### config.mk
export PLATFORM = sky130hd
export DESIGN_NAME = dds_phase_ctrl
export DESIGN_NICKNAME = d
export VERILOG_FILES = /design/src/rtl/dds_pkg.sv /design/src/rtl/dds_quadrant_map.sv /design/src/rtl/dds_phase_ctrl.sv
export SDC_FILE = /design/constraint.sdc
export NUM_CORES = 1
export LEC_CHECK = 0
export BUFFER_PORTS_ARGS = -buffer_cell sky130_fd_sc_hd__buf_2
export CAP_MARGIN = 20
export CORE_ASPECT_RATIO = 0.75
export CORE_MARGIN = 2
export CORE_UTILIZATION = 50
export CTS_CLUSTER_SIZE = 12
export DETAILED_ROUTE_END_ITERATION = 7
export PLACE_DENSITY = 0.69
export SLEW_MARGIN = 15
export SYNTH_ARGS = -nofsm -noshare
export SYNTH_HDL_FRONTEND = slang
export SYNTH_SLANG_ARGS = --single-unit
### constraint.sdc
create_clock -name clk -period 4.5 [get_ports clk]
set_clock_uncertainty 0.2 [all_clocks]
set_input_delay 0.45 -clock clk [delete_from_list [all_inputs] [get_ports clk]]
set_output_delay 0.45 -clock clk [all_outputs]
set_load 0.05 [all_outputs]
### src/rtl/dds_pkg.sv
// dds_pkg: quadrant encodings and tuning-word helpers shared by
// the DDS phase controller and its quadrant mapper.
package dds_pkg;

  typedef enum logic [1:0] {
    QUAD_FIRST  = 2'b00,
    QUAD_SECOND = 2'b01,
    QUAD_THIRD  = 2'b10,
    QUAD_FOURTH = 2'b11
  } quad_e;

  // One quarter-table address per clock at the given widths.
  function automatic int unsigned default_ftw(
    input int unsigned acc_w,
    input int unsigned addr_w
  );
    return 32'd1 << (acc_w - addr_w - 2);
  endfunction

endpackage

### src/rtl/dds_quadrant_map.sv
// dds_quadrant_map: phase word to mirrored quarter-table address,
// sign and descending-quarter flag. Purely combinational.
module dds_quadrant_map
  import dds_pkg::*;
#(
  parameter int ACC_W  = 16,
  parameter int ADDR_W = 6
) (
  input  logic [ACC_W-1:0]  p_i,
  output logic [ADDR_W-1:0] addr_o,
  output logic              sign_o,
  output logic              pose_o
);

  localparam int LOW_W = ACC_W - ADDR_W - 2;

  quad_e             q;
  logic [ADDR_W-1:0] idx;

  assign q   = quad_e'(p_i[ACC_W-1 -: 2]);
  assign idx = p_i[ACC_W-3 -: ADDR_W];

  always_comb begin
    addr_o = idx;
    sign_o = 1'b0;
    pose_o = 1'b0;
    unique case (q)
      QUAD_FIRST: begin
        addr_o = idx;
      end
      QUAD_SECOND: begin
        addr_o = ~idx;
        pose_o = 1'b1;
      end
      QUAD_THIRD: begin
        addr_o = idx;
        sign_o = 1'b1;
      end
      QUAD_FOURTH: begin
        addr_o = ~idx;
        sign_o = 1'b1;
        pose_o = 1'b1;
      end
    endcase
  end

  // Fractional phase bits only matter for accumulation, not lookup.
  generate
    if (LOW_W > 0) begin : g_low
      logic unused_low;
      assign unused_low = ^p_i[LOW_W-1:0];
    end
  endgenerate

endmodule

### src/rtl/dds_phase_ctrl.sv
// dds_phase_ctrl: FTW phase accumulator with wrap-aligned FTW update.
// Define DDS_PHASE_OFFSET_EN to add the phase_off input and adder.
module dds_phase_ctrl
  import dds_pkg::*;
#(
  parameter int          ACC_W     = 16,
  parameter int          ADDR_W    = 6,
  parameter int unsigned FTW_RESET = default_ftw(ACC_W, ADDR_W)
) (
  input  logic              clk,
  input  logic              reset,
  input  logic              en,
  input  logic              sync_clr,
  input  logic              ftw_load,
  input  logic [ACC_W-1:0]  ftw_in,
`ifdef DDS_PHASE_OFFSET_EN
  input  logic [ACC_W-1:0]  phase_off,
`endif
  output logic [ADDR_W-1:0] addr,
  output logic              sign_bit,
  output logic              phase_pose,
  output logic              valid,
  output logic              wrap
);

  localparam logic [ACC_W-1:0] FTW_INIT = ACC_W'(FTW_RESET);

  logic [ACC_W-1:0]  acc_q, acc_d;
  logic [ACC_W-1:0]  ftw_act_q, ftw_act_d;
  logic [ACC_W-1:0]  ftw_pend_q, ftw_pend_d;
  logic              pend_q, pend_d;
  logic              carry_q, carry_d;
  logic [ADDR_W-1:0] addr_q;
  logic              sign_q;
  logic              pose_q;
  logic              valid_q;
  logic              wrap_q;

  logic [ACC_W:0]    sum;
  logic [ACC_W-1:0]  p;
  logic              apply;
  logic [ADDR_W-1:0] map_addr;
  logic              map_sign;
  logic              map_pose;

  assign sum     = {1'b0, acc_q} + {1'b0, ftw_act_q};
  assign carry_d = en & ~sync_clr & sum[ACC_W];

  // Swap step size only at a period boundary or while idle so the
  // output phase never jumps; a clear is not a boundary.
  assign apply = pend_q & (carry_d | ~en);

  always_comb begin
    acc_d = acc_q;
    if (sync_clr) begin
      acc_d = '0;
    end else if (en) begin
      acc_d = sum[ACC_W-1:0];
    end
  end

  always_comb begin
    ftw_act_d  = apply ? ftw_pend_q : ftw_act_q;
    ftw_pend_d = ftw_load ? ftw_in : ftw_pend_q;
    pend_d     = ftw_load | (pend_q & ~apply);
  end

`ifdef DDS_PHASE_OFFSET_EN
  assign p = acc_q + phase_off;
`else
  assign p = acc_q;
`endif

  dds_quadrant_map #(
    .ACC_W  (ACC_W),
    .ADDR_W (ADDR_W)
  ) u_map (
    .p_i    (p),
    .addr_o (map_addr),
    .sign_o (map_sign),
    .pose_o (map_pose)
  );

  always_ff @(posedge clk or posedge reset) begin
    if (reset) begin
      acc_q      <= '0;
      ftw_act_q  <= FTW_INIT;
      ftw_pend_q <= '0;
      pend_q     <= 1'b0;
      carry_q    <= 1'b0;
      addr_q     <= '0;
      sign_q     <= 1'b0;
      pose_q     <= 1'b0;
      valid_q    <= 1'b0;
      wrap_q     <= 1'b0;
    end else begin
      acc_q      <= acc_d;
      ftw_act_q  <= ftw_act_d;
      ftw_pend_q <= ftw_pend_d;
      pend_q     <= pend_d;
      carry_q    <= carry_d;
      addr_q     <= map_addr;
      sign_q     <= map_sign;
      pose_q     <= map_pose;
      valid_q    <= en;
      wrap_q     <= carry_q;
    end
  end

  assign addr       = addr_q;
  assign sign_bit   = sign_q;
  assign phase_pose = pose_q;
  assign valid      = valid_q;
  assign wrap       = wrap_q;

endmodule

# After elaboration in Yosys (flattened, before gate mapping)
# Index checks and enable logic that the tools add are counted.
dict set report op_classes {
  addsub 1
  mul 0
  div_mod_pow 0
  order_cmp 0
  eq_ne 3
  n_shift 0
  muxes 5
  n_bitwise 10
  n_reduce_logical 5
}
# operator n
set ops {}
lappend ops {{$mux 16} 2}
lappend ops {{$add 16x16->17} 1}
lappend ops {{$pmux 6 s2} 1}
lappend ops {{$not 6->6} 1}
lappend ops {{$reduce_or 2->1} 3}
lappend ops {{$and 1x1->1} 4}
lappend ops {{$eq 2x2->1 const B} 2}
lappend ops {{$not 1->1} 3}
lappend ops {{$eq 2x1->1 const B} 1}
lappend ops {{$logic_not 2->1} 1}
lappend ops {{$mux 1} 2}
lappend ops {{$or 1x1->1} 2}
lappend ops {{$reduce_bool 2->1} 1}
dict set report totals {
  ff_bits 60
  latch_bits 0
  mem_bits_rw 0
  rom_bits 0
  input_bits 21
  output_inout_bits 10
  mem_count 0
}

# Longest topological paths before layout
# Gate-level depths: netlist of the first run.
dict set report depth {
  depth_word 8
  depth_mapped 9
  ltp_nobuf 8
}

# Hierarchy
# A second synthesis of the first run with hierarchy kept.
dict set report hier_totals {
  hier_cells 302
  area_unflattened_um2 3188.1
}
# module n_inst cells_each area_per_inst_um2 seq_area_each_um2
set modules_own_cells {}
lappend modules_own_cells {dds_phase_ctrl 1 293 3116.7 1502.7}
lappend modules_own_cells {dds_quadrant_map 1 9 71.3 0.0}

# Least setup slack after synthesis of the first run
# OpenSTA, ideal clock, no wires.
dict set report synth_path {
  path_type {register to register}
  from {reg acc_q[0]}
  to {reg ftw_act_q[0]}
  setup_time_ps 127
  t_arrival_ps 2292
  t_required_ps 4173
  setup_slack_ps 1881
  stages_incl_launch_ff 10
  path_buffers 1
  path_cell_list {dfrtp_1 ha_1 fa_1 a21o_1 a221oi_4 a2111oi_4 a211o_2 buf_6 nand3_1 nand3_1}
}
dict set report synth_via {
  elab_chain_cells 4
}
# item line_no
set synth_rtl {}
lappend synth_rtl {{from (decl)} dds_phase_ctrl.sv:28} ;# logic [ACC_W-1:0] acc_q, acc_d;
lappend synth_rtl {{from (signal assigned)} dds_phase_ctrl.sv:86} ;# acc_q <= '0;
lappend synth_rtl {{from (signal assigned)} dds_phase_ctrl.sv:97} ;# acc_q <= acc_d;
lappend synth_rtl {{$add 16x16->17} dds_phase_ctrl.sv:46} ;# assign sum = {1'b0, acc_q} + {1'b0, ftw_act_q};
lappend synth_rtl {{$and 1x1->1} dds_phase_ctrl.sv:47} ;# assign carry_d = en & ~sync_clr & sum[ACC_W];
lappend synth_rtl {{$or 1x1->1} dds_phase_ctrl.sv:51} ;# assign apply = pend_q & (carry_d | ~en);
lappend synth_rtl {{$and 1x1->1} dds_phase_ctrl.sv:51}
lappend synth_rtl {{to (signal assigned)} dds_phase_ctrl.sv:98} ;# ftw_act_q <= ftw_act_d;
lappend synth_rtl {{to (decl)} dds_phase_ctrl.sv:29} ;# logic [ACC_W-1:0] ftw_act_q, ftw_act_d;
# No other way between the ends.
# A chain may end at the register's enable or synchronous reset.

# Final worst setup path of the first run
dict set report layout_path {
  from {reg ftw_act_q[0]}
  to {reg pend_q}
}
dict set report layout_via {
  elab_chain_cells 7
}
# item line_no
set layout_rtl {}
lappend layout_rtl {{$add 16x16->17} dds_phase_ctrl.sv:46}
lappend layout_rtl {{$and 1x1->1} dds_phase_ctrl.sv:47}
lappend layout_rtl {{net carry_d} dds_phase_ctrl.sv:32} ;# logic carry_q, carry_d;
lappend layout_rtl {{$or 1x1->1} dds_phase_ctrl.sv:51}
lappend layout_rtl {{$and 1x1->1} dds_phase_ctrl.sv:51}
lappend layout_rtl {{$not 1->1} dds_phase_ctrl.sv:65} ;# pend_d = ftw_load | (pend_q & ~apply);
lappend layout_rtl {{$and 1x1->1} dds_phase_ctrl.sv:65}
lappend layout_rtl {{$or 1x1->1} dds_phase_ctrl.sv:65}
lappend layout_rtl {{net pend_d} dds_phase_ctrl.sv:31} ;# logic pend_q, pend_d;
lappend layout_rtl {{to (signal assigned)} dds_phase_ctrl.sv:100} ;# pend_q <= pend_d;
lappend layout_rtl {{to (decl)} dds_phase_ctrl.sv:31}
# The timed path passes the listed nets, and every way through them passes these cells.

==> results of run 1 <==
==> layout by cell type, fill, tap and decap left out, types with 9 or more instances in the layout <==
cell and instances:
mux2_2 16, nand2_1 11, a22oi_1 17, o21ai_0 9, buf_2 30, dfrtp_1 59, xor2_1 10, clkbuf_8 10
nand3_1 49, nor2_1 12, ha_1 16, a21oi_1 11
==> area by class of cell <==
cell class,instances,share of cell area (%)
repair buffers,32,4.70
inverters,5,0.527
flip-flops and latches,60,42.2
well taps,81,2.84
clock inverters,6,1.30
clock buffers,10,3.86
multi-input cells,215,44.6
==> worst min path at each step <==
| stage | slack (ps) | cells after the start | endpoint | startpoint |
|---|---|---|---|---|
| after floorplan | 130 | 0 | wrap | carry_q |
| after global placement | 180 | 0 | wrap | carry_q |
| after detailed placement | 160 | 0 | wrap | carry_q |
| after CTS | 110 | 2 | ftw_pend_q[10] | ftw_in[10] |
| after global routing | 110 | 2 | ftw_pend_q[2] | ftw_in[2] |
| final | 120 | 2 | ftw_pend_q[10] | ftw_in[10] |
==> where the power goes <==
part | internal, mW | switching, mW | total [mW] | leakage, nW
Clock | 0.218 | 0.236 | 0.454 | 0.0893
Combinational | 0.562 | 0.807 | 1.37 | 0.859
Sequential | 0.726 | 0.166 | 0.892 | 0.733
==> critical path: stages (launching register included) <==
cell	delay, ps
dfrtp_1	400
ha_1	230
fa_1	410
a21o_1	210
a221oi_4	350
a2111oi_4	140
a211oi_4	650
nor2_1	160
o21bai_1	170
==> stage by stage <==
stage | area [um2] | cells
3_5_place_dp | 3370 | 392
3_3_place_gp | 3370 | 392
5_1_grt | 3560 | 409
2_1_floorplan | 3190 | 299
6_report | 3560 | 409
4_1_cts | 3560 | 409
==> what timing repair did <==
action,in CTS,in global routing
gates resized for setup,0,0
hold endpoints to repair,19,0
hold buffers,1,0
==> per-layer routing <==
| metal | up-vias | GRT usage (%) | routed length (um) |
|---|---|---|---|
| met5 | - | 0 | 0 |
| met2 | 59 | 28.2 | 2810 |
| li1 | 1144 | - | - |
| met1 | 1163 | 32.9 | 3310 |
| met4 | 0 | 7.67 | 93 |
| met3 | 8 | 5.58 | 342 |
==> cell families after synthesis <==
kind of cell,count (synthesis),share of synthesized area (%)
buffers and inverters,24,3.33
XOR/XNOR,18,4.94
AND/OR/NAND/NOR,89,13.6
AO/OA/AOI/OAI,69,16.6
flip-flops,60,47.0
adder cells (fa/ha/maj),17,6.89
multiplexers,22,7.52
==> state kept, by name, indices dropped and copies added, names as in the netlist <==
| register | cells |
|---|---|
| phase_pose | 1 |
| wrap | 1 |
| ftw_act_q | 16 |
| carry_q | 1 |
| acc_q | 16 |
| addr | 6 |
| pend_q | 1 |
| valid | 1 |
| ftw_pend_q | 16 |
| sign_bit | 1 |
==> impl_metrics.env, run 1 <==
export IMPL_synth_common_cells="59 x dfrtp_1, 49 x nand3_1, 17 x a22oi_1"
export IMPL_arrival_ps=3090
export IMPL_postRouteAntennaNets=0
export IMPL_die_area_um2=7050
export IMPL_n_antenna_cell=0
export IMPL_antenna_found_initial=0
export IMPL_crit_start="ftw_act_q[0]"
export IMPL_hold_viol=0
export IMPL_tightest_slew_ps=727
export IMPL_regArea_um2=1500
export IMPL_fin_crit_ps=3010
export IMPL_worstPathRequired_ps=4580
export IMPL_vias=2374
export IMPL_grt_pass1_vias=2168
export IMPL_hold_class="in -> reg"
export IMPL_n_fill_cell=557
export IMPL_status="finished clean"
export IMPL_viasPerCell=5.80
export IMPL_synth_area_leader_cell="dfrtp_1"
export IMPL_grt_pass1_wl_um=11200
export IMPL_leakage_nw=1.68
export IMPL_grt_start_max_net_pins=41
export IMPL_finalSetupTns_ps=0
export IMPL_crit_end="pend_q"
export IMPL_fmax_mhz=332
export IMPL_dp_slack_ps=1520
export IMPL_ys_seq_elements=60
export IMPL_rr_worst_depth=8
export IMPL_multi_input_comb_area_um2=1590
export IMPL_yosys_area_top_type_share_pct=46.2
export IMPL_io_buffers=30
export IMPL_drt_iter0_drc=98
export IMPL_rows=25
export IMPL_relSlewSlack_pct=51.5
export IMPL_nNetsFinal=361
export IMPL_worstSetupPathType="reg -> reg"
export IMPL_fin_util_pct=57.3
export IMPL_ys_warn_count=0
export IMPL_timing_rr_start="ftw_act_q[0]"
export IMPL_final_max_slew_violation_count=0
export IMPL_setup_viol=0
export IMPL_synth_cell_types=47
export IMPL_synth_area_top_cells="dfrtp_1 46%, nand3_1 7.7%, ha_1 6.3%"
export IMPL_power_density_nw_per_um2=762
export IMPL_synth_seq_area_share_pct=47.0
export IMPL_cts_root_buf="clkbuf_8"
export IMPL_worstSkewPairLatency_ps=350
export IMPL_first_pass_iters=4
export IMPL_grt_util_all_layers_pct=21.2
export IMPL_wl_um=6560
export IMPL_wire_per_inst_um=16.0
export IMPL_route_detailed_drc=0
export IMPL_reg2reg_slack_ps=1490
export IMPL_hpwlAfterDp_um=4600
export IMPL_power_mw=2.71
export IMPL_die_x_um=96.3
export IMPL_syn_area_um2=3190
export IMPL_synth_most_common_cell="dfrtp_1"
export IMPL_synthArstFlopShare_pct=100
export IMPL_drive_above_1_share_pct=22.0
export IMPL_path_clk_slew_ps=80
export IMPL_die_h_um=73.2
export IMPL_end_kind="register"
export IMPL_start_util_pct=51.3
export IMPL_cts_sinks=60
export IMPL_synthCells=299
export IMPL_synth_edff_count=0
export IMPL_ir_drop_uv=291
export IMPL_fp_coreArea_um2=6220
export IMPL_rsz0062_at_grt="no"
export IMPL_setup_ws_ps=1490
export IMPL_cts_max_path_buffers=2
export IMPL_worst_path_max_fanout=17
export IMPL_startpoint_type="register"
export IMPL_maxCapViolCount=0
export IMPL_r2r_end="pend_q"
export IMPL_syn_to_final_growth_pct=11.6
export IMPL_cts_made_buffers=9
export IMPL_syn_nets=337
export IMPL_htree_levels=3
export IMPL_cts_tree="yes"
export IMPL_avgSynthCellArea_um2=10.7
export IMPL_postCtsSetupRepairBufs=0
export IMPL_ys_flop_type="dfrtp_1"
export IMPL_globalplace_congestion=0.841
export IMPL_finalCritPeriodShare_pct=66.9
export IMPL_hold_ws_ps=122
export IMPL_num_io_pins=31
export IMPL_grt_ovfl_total=0
(Power assumes the default switching activity.)
==> run 2, diff against run 1 <==
--- a/config.mk
+++ b/config.mk
@@ -12,7 +12,7 @@
 export CORE_UTILIZATION = 50
 export CTS_CLUSTER_SIZE = 12
 export DETAILED_ROUTE_END_ITERATION = 7
-export PLACE_DENSITY = 0.69
+export PLACE_DENSITY = 0.72
 export SLEW_MARGIN = 15
 export SYNTH_ARGS = -nofsm -noshare
 export SYNTH_HDL_FRONTEND = slang
==> constraint.sdc (replaced) <==
create_clock -name clk -period 2.5 [get_ports clk]
set_clock_uncertainty 0.2 [all_clocks]
set_input_delay 0.25 -clock clk [delete_from_list [all_inputs] [get_ports clk]]
set_output_delay 0.25 -clock clk [all_outputs]
set_load 0.05 [all_outputs]
==> impl_metrics.env, run 2 (same netlist as run 1, synthesis figures left out) <==
export IMPL_cts_sinks=60
export IMPL_grt_util_all_layers_pct=23.7
export IMPL_rows=25
export IMPL_hold_path_cell_count=2
export IMPL_htree_levels=3
export IMPL_cts_max_path_buffers=2
export IMPL_n_antenna_cell=0
export IMPL_drt_iter0_drc=122
export IMPL_die_h_um=73.2
export IMPL_grt_ovfl_total=0
export IMPL_grt_pass1_vias=2538
export IMPL_fmax_mhz=396
export IMPL_hpwlAfterDp_um=5040
export IMPL_hold_ws_ps=71.6
export IMPL_top_regs="acc_q: 16 flops, ftw_act_q: 16 flops, ftw_pend_q: 16 flops"
export IMPL_wl_met1_um=3390
export IMPL_wl_um=7310
export IMPL_drive_above_1_share_pct=32.1
export IMPL_status="finished, violations left"
export IMPL_wl_met3_um=468
export IMPL_fin_crit_ps=2530
export IMPL_grt_start_max_net_pins=26
export IMPL_wire_per_inst_um=16.1
export IMPL_grt_pass1_wl_um=12400
export IMPL_globalplace_congestion=0.966
export IMPL_maxCapViolCount=0
export IMPL_route_detailed_drc=0
export IMPL_setup_viol=7
export IMPL_ir_drop_uv=559
export IMPL_end_kind="register"
export IMPL_postRouteAntennaNets=0
export IMPL_dp_slack_ps=-128
export IMPL_relSlewSlack_pct=54.4
export IMPL_n_fill_cell=502
export IMPL_worstSkewPairLatency_ps=360
export IMPL_power_density_nw_per_um2=1380
export IMPL_mostFrequentLayoutCells="58 x dfrtp_1, 40 x nand3_1, 30 x buf_2"
export IMPL_antenna_found_initial=0
export IMPL_final_max_slew_violation_count=0
export IMPL_io_buffers=30
export IMPL_finalCritPeriodShare_pct=101
export IMPL_worstPathRequired_ps=2530
export IMPL_crit_start="ftw_act_q[0]"
export IMPL_dr_wl_met2_um=3380
export IMPL_setup_ws_ps=-28.4
export IMPL_startpoint_type="register"
export IMPL_die_area_um2=7050
export IMPL_leakage_nw=1.92
export IMPL_r2r_end="ftw_act_q[12]"
export IMPL_hold_viol=0
export IMPL_fp_coreArea_um2=6220
export IMPL_arrival_ps=2560
export IMPL_worst_path_max_fanout=8
export IMPL_syn_to_final_growth_pct=27.6
export IMPL_vias=2581
export IMPL_nNetsFinal=407
export IMPL_power_mw=5.64
export IMPL_rsz0062_at_grt="yes"
export IMPL_viasPerCell=5.67
export IMPL_hold_class="in -> reg"
export IMPL_cts_made_buffers=9
export IMPL_violations="negative setup slack"
export IMPL_path_clk_slew_ps=70
export IMPL_fin_util_pct=65.5
export IMPL_reg2reg_slack_ps=-30
export IMPL_num_io_pins=31
export IMPL_timing_rr_start="ftw_act_q[0]"
export IMPL_cts_tree="yes"
export IMPL_min_to="acc_q[4]"
export IMPL_worstHoldStart="sync_clr"
export IMPL_layout_commonest_cell="dfrtp_1"
export IMPL_start_util_pct=51.3
export IMPL_first_pass_iters=6
export IMPL_tightest_slew_ps=681
export IMPL_finalSetupTns_ps=-76.3
export IMPL_rr_worst_depth=8
export IMPL_die_x_um=96.3
export IMPL_highest_layer="met4"
export IMPL_worstSetupPathType="reg -> reg"
export IMPL_cts_root_buf="clkbuf_8"
run 2: worst max-delay path by stage:
| stage | to | cells past startpoint |
|---|---|---|
| after detailed placement | ftw_act_q[9] | 8 |
| after CTS | ftw_act_q[9] | 8 |
| final | ftw_act_q[12] | 8 |
| after floorplan | ftw_act_q[0] | 9 |
| after global routing | ftw_act_q[4] | 8 |
| after global placement | ftw_act_q[0] | 8 |
run 2: critical path, cell delays in order (launching register included):
cell and delay (ps):
dfrtp_1 390, ha_2 200, fa_2 340, a21o_1 200, a221oi_4 320, a2111oi_4 160, a211o_4 400, nand3_1 110
nand3_1 80
run 2: per-layer routing:
metal  GRT usage, %  vias to the layer above
met2           35.6                       78
met1           33.6                     1247
met5              0                        -
met4           7.67                        0
li1               -                     1248
met3           6.20                        8
run 2: metrics by stage:
step | area, um2 | instances
floorplan | 3200 | 299
global placement | 3570 | 418
detailed placement | 3570 | 418
CTS | 3980 | 453
global route | 4080 | 455
finish | 4080 | 455
run 2: report_power, final:
| group | switching [mW] | internal (mW) | leakage, nW |
|---|---|---|---|
| clock | 0.420 | 0.464 | 0.0923 |
| sequential | 0.300 | 1.31 | 0.732 |
| combinational | 1.68 | 1.47 | 1.09 |
run 2: final cells by class:
class | count | area [um2] | share of cell area (%)
timing repair buffer | 77 | 553 | 13.6
inverter | 5 | 18.8 | 0.461
sequential | 60 | 1500 | 36.9
tap | 81 | 101 | 2.49
clock inverter | 7 | 75.1 | 1.84
clock buffer | 9 | 124 | 3.04
multi-input combinational | 216 | 1700 | 41.7
run 2: what timing repair did:
item	CTS	global route
hold buffers	17	0
resized for setup	4	18
endpoints found under the setup margin	18	24
setup buffers	1	2
gates cloned	1	0
endpoints found under the hold margin	31	0
pin swaps	8	5
